[config.mk]
export PLATFORM = sky130hd
export DESIGN_NAME = vga_text_render
export DESIGN_NICKNAME = d
export VERILOG_FILES = /design/src/rtl/vga_text_pkg.sv /design/src/rtl/vga_delay_line.sv /design/src/rtl/vga_text_render.sv
export SDC_FILE = /design/constraint.sdc
export NUM_CORES = 1
export LEC_CHECK = 0
export ABC_AREA = 1
export CORE_MARGIN = 4
export CORE_UTILIZATION = 52
export DETAILED_ROUTE_END_ITERATION = 10
export GPL_TIMING_DRIVEN = 0
export PLACE_DENSITY = 0.79
export SLEW_MARGIN = 0
export SYNTH_ARGS = -nofsm -noshare
export SYNTH_HDL_FRONTEND = slang
export SYNTH_HIERARCHICAL = 1
export SYNTH_SLANG_ARGS = --single-unit
export TNS_END_PERCENT = 10
[constraint.sdc]
create_clock -name clk -period 2.5 [get_ports clk]
set_input_delay 0.375 -clock clk [delete_from_list [all_inputs] [get_ports clk]]
set_output_delay 0.375 -clock clk [all_outputs]
set_load 0.01 [all_outputs]
[src/rtl/vga_text_pkg.sv]
// Shared constants and the fetch token carried down the text render pipeline.
package vga_text_pkg;
    localparam int CHAR_W            = 8;
    localparam int CHAR_H            = 16;
    localparam int COLS              = 80;
    localparam int ROWS              = 25;
    localparam int CURSOR_FIRST_LINE = 14;

    typedef struct packed {
        logic       valid;
        logic [6:0] col;
        logic [4:0] row;
        logic [3:0] line;
        logic       blank;
    } token_t;
endpackage

[src/rtl/vga_delay_line.sv]
// Fixed-depth shift register with a reset value; carries the syncs and the fetch tokens.
module vga_delay_line #(
    parameter int               WIDTH   = 1,
    parameter int               DEPTH   = 1,
    parameter logic [WIDTH-1:0] RST_VAL = '0
) (
    input  logic             i_clk,
    input  logic             i_reset,
    input  logic [WIDTH-1:0] i_d,
    output logic [WIDTH-1:0] o_q
);
    logic [WIDTH-1:0] r_stage [DEPTH];

    always_ff @(posedge i_clk) begin
        if (i_reset) begin
            for (int i = 0; i < DEPTH; i++) r_stage[i] <= RST_VAL;
        end else begin
            r_stage[0] <= i_d;
            for (int i = 1; i < DEPTH; i++) r_stage[i] <= r_stage[i-1];
        end
    end

    assign o_q = r_stage[DEPTH-1];
endmodule

[src/rtl/vga_text_render.sv]
// Text-mode pixel pipeline: cell address -> text RAM -> font ROM -> serial pixels,
// with a blinking underline cursor and syncs delayed to match the pixel latency.
module vga_text_render
    import vga_text_pkg::*;
#(
    parameter int   COLS         = vga_text_pkg::COLS,
    parameter int   ROWS         = vga_text_pkg::ROWS,
    parameter int   RAM_LAT      = 2,
    parameter int   FONT_LAT     = 1,
    parameter int   BLINK_FRAMES = 16,
    parameter logic SYNC_IDLE    = 1'b1
) (
    input  logic        clk,
    input  logic        reset,
    input  logic [9:0]  x,
    input  logic [9:0]  y,
    input  logic        de,
    input  logic        hs,
    input  logic        vs,
    output logic [10:0] text_adb,
    output logic        text_ceb,
    output logic        text_oce,
    input  logic [7:0]  text_dout,
    output logic [11:0] font_addr,
    input  logic [7:0]  font_data,
    input  logic [6:0]  cursor_col,
    input  logic [4:0]  cursor_row,
    input  logic        cursor_en,
    output logic        pix,
    output logic        de_o,
    output logic        hs_o,
    output logic        vs_o
);
    localparam int              L          = RAM_LAT + FONT_LAT + 1;
    localparam int              XB         = $clog2(CHAR_W);
    localparam int              YB         = $clog2(CHAR_H);
    localparam int              FW         = $clog2(BLINK_FRAMES);
    localparam logic [6:0]      COLS_L     = 7'(COLS);
    localparam logic [4:0]      ROWS_L     = 5'(ROWS);
    localparam logic [3:0]      CUR_LINE   = 4'(CURSOR_FIRST_LINE);
    localparam logic [FW-1:0]   FRAME_LAST = FW'(BLINK_FRAMES - 1);

    logic [10:0]   r_adb;
    logic [11:0]   r_font_addr;
    logic [7:0]    r_shift;
    logic          r_de_prev;
    logic          r_armed;
    logic          r_vs_prev;
    logic [FW-1:0] r_frame;
    logic          r_blink_on;

    logic [6:0]  w_col;
    logic [4:0]  w_row;
    logic [10:0] w_adb;
    logic        w_blank;
    logic        w_de_rise;
    logic        w_issue;
    logic        w_vs_act;
    token_t      w_tok_in;
    token_t      w_tok_ram;
    token_t      w_tok_load;
    logic [7:0]  w_glyph_base;
    logic        w_cursor_hit;
    logic [7:0]  w_glyph;
    logic [2:0]  w_sync_q;

    assign w_col     = x[9:XB];
    assign w_row     = y[YB+4:YB];
    assign w_adb     = {w_row, 6'b0} + {2'b0, w_row, 4'b0} + {4'b0, w_col};
    assign w_blank   = (|y[9:YB+5]) | (w_row >= ROWS_L) | (w_col >= COLS_L);
    // After reset, fetching waits for a fresh de rise so no partial line is drawn.
    assign w_de_rise = de & ~r_de_prev;
    assign w_issue   = de && (x[XB-1:0] == '0) && (r_armed || w_de_rise);
    assign w_vs_act  = (vs != SYNC_IDLE) && (r_vs_prev == SYNC_IDLE);

    always_comb begin
        w_tok_in       = '0;
        w_tok_in.valid = w_issue;
        w_tok_in.col   = w_col;
        w_tok_in.row   = w_row;
        w_tok_in.line  = y[YB-1:0];
        w_tok_in.blank = w_blank;
    end

    vga_delay_line #(.WIDTH($bits(token_t)), .DEPTH(RAM_LAT)) u_tok_ram (
        .i_clk(clk), .i_reset(reset), .i_d(w_tok_in), .o_q(w_tok_ram)
    );

    vga_delay_line #(.WIDTH($bits(token_t)), .DEPTH(FONT_LAT + 1)) u_tok_font (
        .i_clk(clk), .i_reset(reset), .i_d(w_tok_ram), .o_q(w_tok_load)
    );

    vga_delay_line #(.WIDTH(3), .DEPTH(L), .RST_VAL({1'b0, SYNC_IDLE, SYNC_IDLE})) u_sync (
        .i_clk(clk), .i_reset(reset), .i_d({de, hs, vs}), .o_q(w_sync_q)
    );

    assign w_glyph_base = w_tok_load.blank ? 8'h00 : font_data;
    assign w_cursor_hit = cursor_en && r_blink_on
                          && (w_tok_load.col == cursor_col)
                          && (w_tok_load.row == cursor_row)
                          && (w_tok_load.line >= CUR_LINE);
    assign w_glyph      = w_cursor_hit ? ~w_glyph_base : w_glyph_base;

    always_ff @(posedge clk) begin
        if (reset) begin
            r_adb       <= '0;
            r_font_addr <= '0;
            r_shift     <= '0;
            r_de_prev   <= 1'b1;
            r_armed     <= 1'b0;
            r_vs_prev   <= SYNC_IDLE;
            r_frame     <= '0;
            r_blink_on  <= 1'b1;
        end else begin
            r_de_prev <= de;
            r_vs_prev <= vs;
            if (w_de_rise) r_armed <= 1'b1;
            // Blank cells keep the previous address so nothing past the screen is read.
            if (w_issue && !w_blank) r_adb <= w_adb;
            if (w_tok_ram.valid) r_font_addr <= {text_dout, w_tok_ram.line};
            r_shift <= w_tok_load.valid ? {w_glyph[6:0], 1'b0} : {r_shift[6:0], 1'b0};
            if (w_vs_act) begin
                if (r_frame == FRAME_LAST) begin
                    r_frame    <= '0;
                    r_blink_on <= ~r_blink_on;
                end else begin
                    r_frame <= r_frame + 1'b1;
                end
            end
        end
    end

    assign text_adb  = r_adb;
    assign font_addr = r_font_addr;
    assign text_ceb  = ~reset;
    assign text_oce  = ~reset;
    assign de_o      = w_sync_q[2];
    assign hs_o      = w_sync_q[1];
    assign vs_o      = w_sync_q[0];
    assign pix       = de_o & (w_tok_load.valid ? w_glyph[7] : r_shift[7]);
endmodule

==> qor.yml <==
floorplan:
  die_x_um: 103.3
  core_um2: 8763
  dieHeight_um: 103.3
  dieArea_um2: 10660
  rows: 34
  initial_core_util_pct: 53.85
  io_pins: 83
synthesis:
  syn-cell-area_um2: 4720
  synth_nets: 667
  synth_cells: 601
  ys_warn_count: 6
  syn_area_per_cell_um2: 7.853
min_path:
  min_path_type: "primary input to register"
grt:
  antenna_found_initial: 0
  overflow: 0
  track_usage_pct: 18.89
  grt_pass1_wl_um: 15640
  grt_max_degree: 17
  grt_pass1_vias: 3610
clocking:
  cts_max_level: 4
  hold_buffers: 0
  clkSinkCount: 120
  cts_tree: "done"
  cts_buffer_depth: 2
  clkLatencyLatePin_ns: 0.50
  path_clk_slew_ns: 0.06
  cts_made_buffers: 17
  root_buffer: "clkbuf_8"
finish:
  register_area_um2: 2402
  utilization_pct: 71.54
  num-nets-final: 773
  mostFrequentLayoutCells: "inv_1, nor2_1, dfxtp_1, clkdlybuf4s50_1, nand2_1"
  fin_area_um2: 6270
  fillCellCount: 683
  antenna_cells: 0
  final_common_cell: "inv_1"
  final-instance-count-excl-fill: 828
  drive_gt1_share_pct: 13.89
  multi_input_area_um2: 1434
  area_growth_pct: 32.85
placed_design:
  place_inst: 791
  gp_congestion: 0.7831
  portBuffers: 82
  hpwl_um: 6333
  place_area_um2: 5675
worst_setup_path:
  startpoint_type: "register"
  crit_buf_inv: 3
  cp.required_ns: 2.12
  endpoint_kind: "output port"
  arrival_ns: 1.95
  crit_chain: "buf_4 -> inv_1 -> nand2_1 -> nand2_1 -> nor2_1 -> nand2_1 -> nor2_4 -> nand2_4 -> nand2_1 -> nand3_1 -> a21oi_1 -> clkbuf_2"
  max_stage_delay_ns: 0.31
  cp_slowest_cell: "dfxtp_1"
  cp_top_family: "simple AND/OR/NAND/NOR gates"
  critPathMaxFanout: 8
  worstSetupPathType: "register to output port"
  path_common_cell: "nand2_1"
route:
  ant_nets: 0
  drt-vias-per-instance: 4.337
  wl_per_cell_um: 10.95
  drc: 0
  wirelength_um: 9069
  drt_pass1_iterations: 6
  via_count: 3591
  drt_iter0_drc: 100
timing:
  finalCritPeriodShare_pct: 92.97
  skew_ns: 0.005457
  finalSetupViolCount: 0
  slew_viol_final: 0
  rsz0062_at_grt: "false"
  worst_pin_slew_ns: 0.5432
  timing.final.crit_period_ns: 2.324
  max_slew_margin_pct: 63.79
  fmax_ghz: 0.4303
  hold_violations: 0
power_and_ir_drop:
  power.leakage_uw: 0.002961
  power_density_nw_per_um2: 721.9
  peakVddDrop_mv: 0.4225
  fin_total_pwr_uw: 4526
flow_run:
  cap_violations: 0
run_status:
  status: "completed"
[registers in the layout, summed over array words and instances, names as in the netlist, 4 cells and up]
name and cells:
r_shift 7, u_tok_ram/r_stage 36, u_sync/r_stage 12, text_adb 11, font_addr 12, u_tok_font/r_stage 34, r_frame 4
[path summary, 6_finish.rpt]
path / startpoint / cells past startpoint / to / slack [ns]
max: u_tok_font/r_stage[0][31] / 12 / pix / 0.18
min reg2reg: u_tok_ram/r_stage[0][4] / 2 / u_tok_ram/r_stage[0][22] / 0.40
max reg2reg: u_tok_font/r_stage[0][31] / 12 / r_shift[5] / 0.94
min: y[0] / 3 / u_tok_ram/r_stage[0][1] / 0.39
[layout make-up]
class                   instances  share of cell area, %
inverters                     130                  7.863
clock inverters                14                  2.036
flip-flops and latches        120                  38.32
clock buffers                  18                  6.825
multi-input cells             300                  22.87
plain buffers                  50                  6.226
repair buffers                 88                  13.71
well taps                     108                  2.155
[worst min-delay path: cells and delay by family]
family / cells / cell delay (ns)
buf+inv: 2 / 0.44
simple gates: 1 / 0.03
[metal layers]
metal	share of wire, %	GRT usage (%)
met4	1.2	7.072
met3	5.3	6.304
met2	50	32.41
met5	0	0
met1	43	21.93
[per-stage QoR]
stage / setup TNS (ns) / worst slack [ns] / hold WS, ns
final: 0 / 0.1758 / 0.3897
after global routing: 0 / 0.008465 / 0.3916
after CTS: 0 / 0.01888 / 0.3688
after detailed placement: -1.513 / -0.4751 / 0.3922
after global placement: -1.374 / -0.4449 / 0.3887
after floorplan: 0 / 0.5965 / 0.3868
[power breakdown]
group	switching (uW)	internal (uW)	leakage [uW]	total (uW)
Sequential	14.9	1970	0.000979	1980
Clock	851	1340	0.000251	2190
Combinational	166	187	0.00173	353
[repair_timing]
item	CTS	global route
gates resized for setup	4	1
pin swaps	2	0
setup endpoints to repair	3	1
buffers inserted	6	0
No activity file was read; power rests on OpenSTA's default activity.
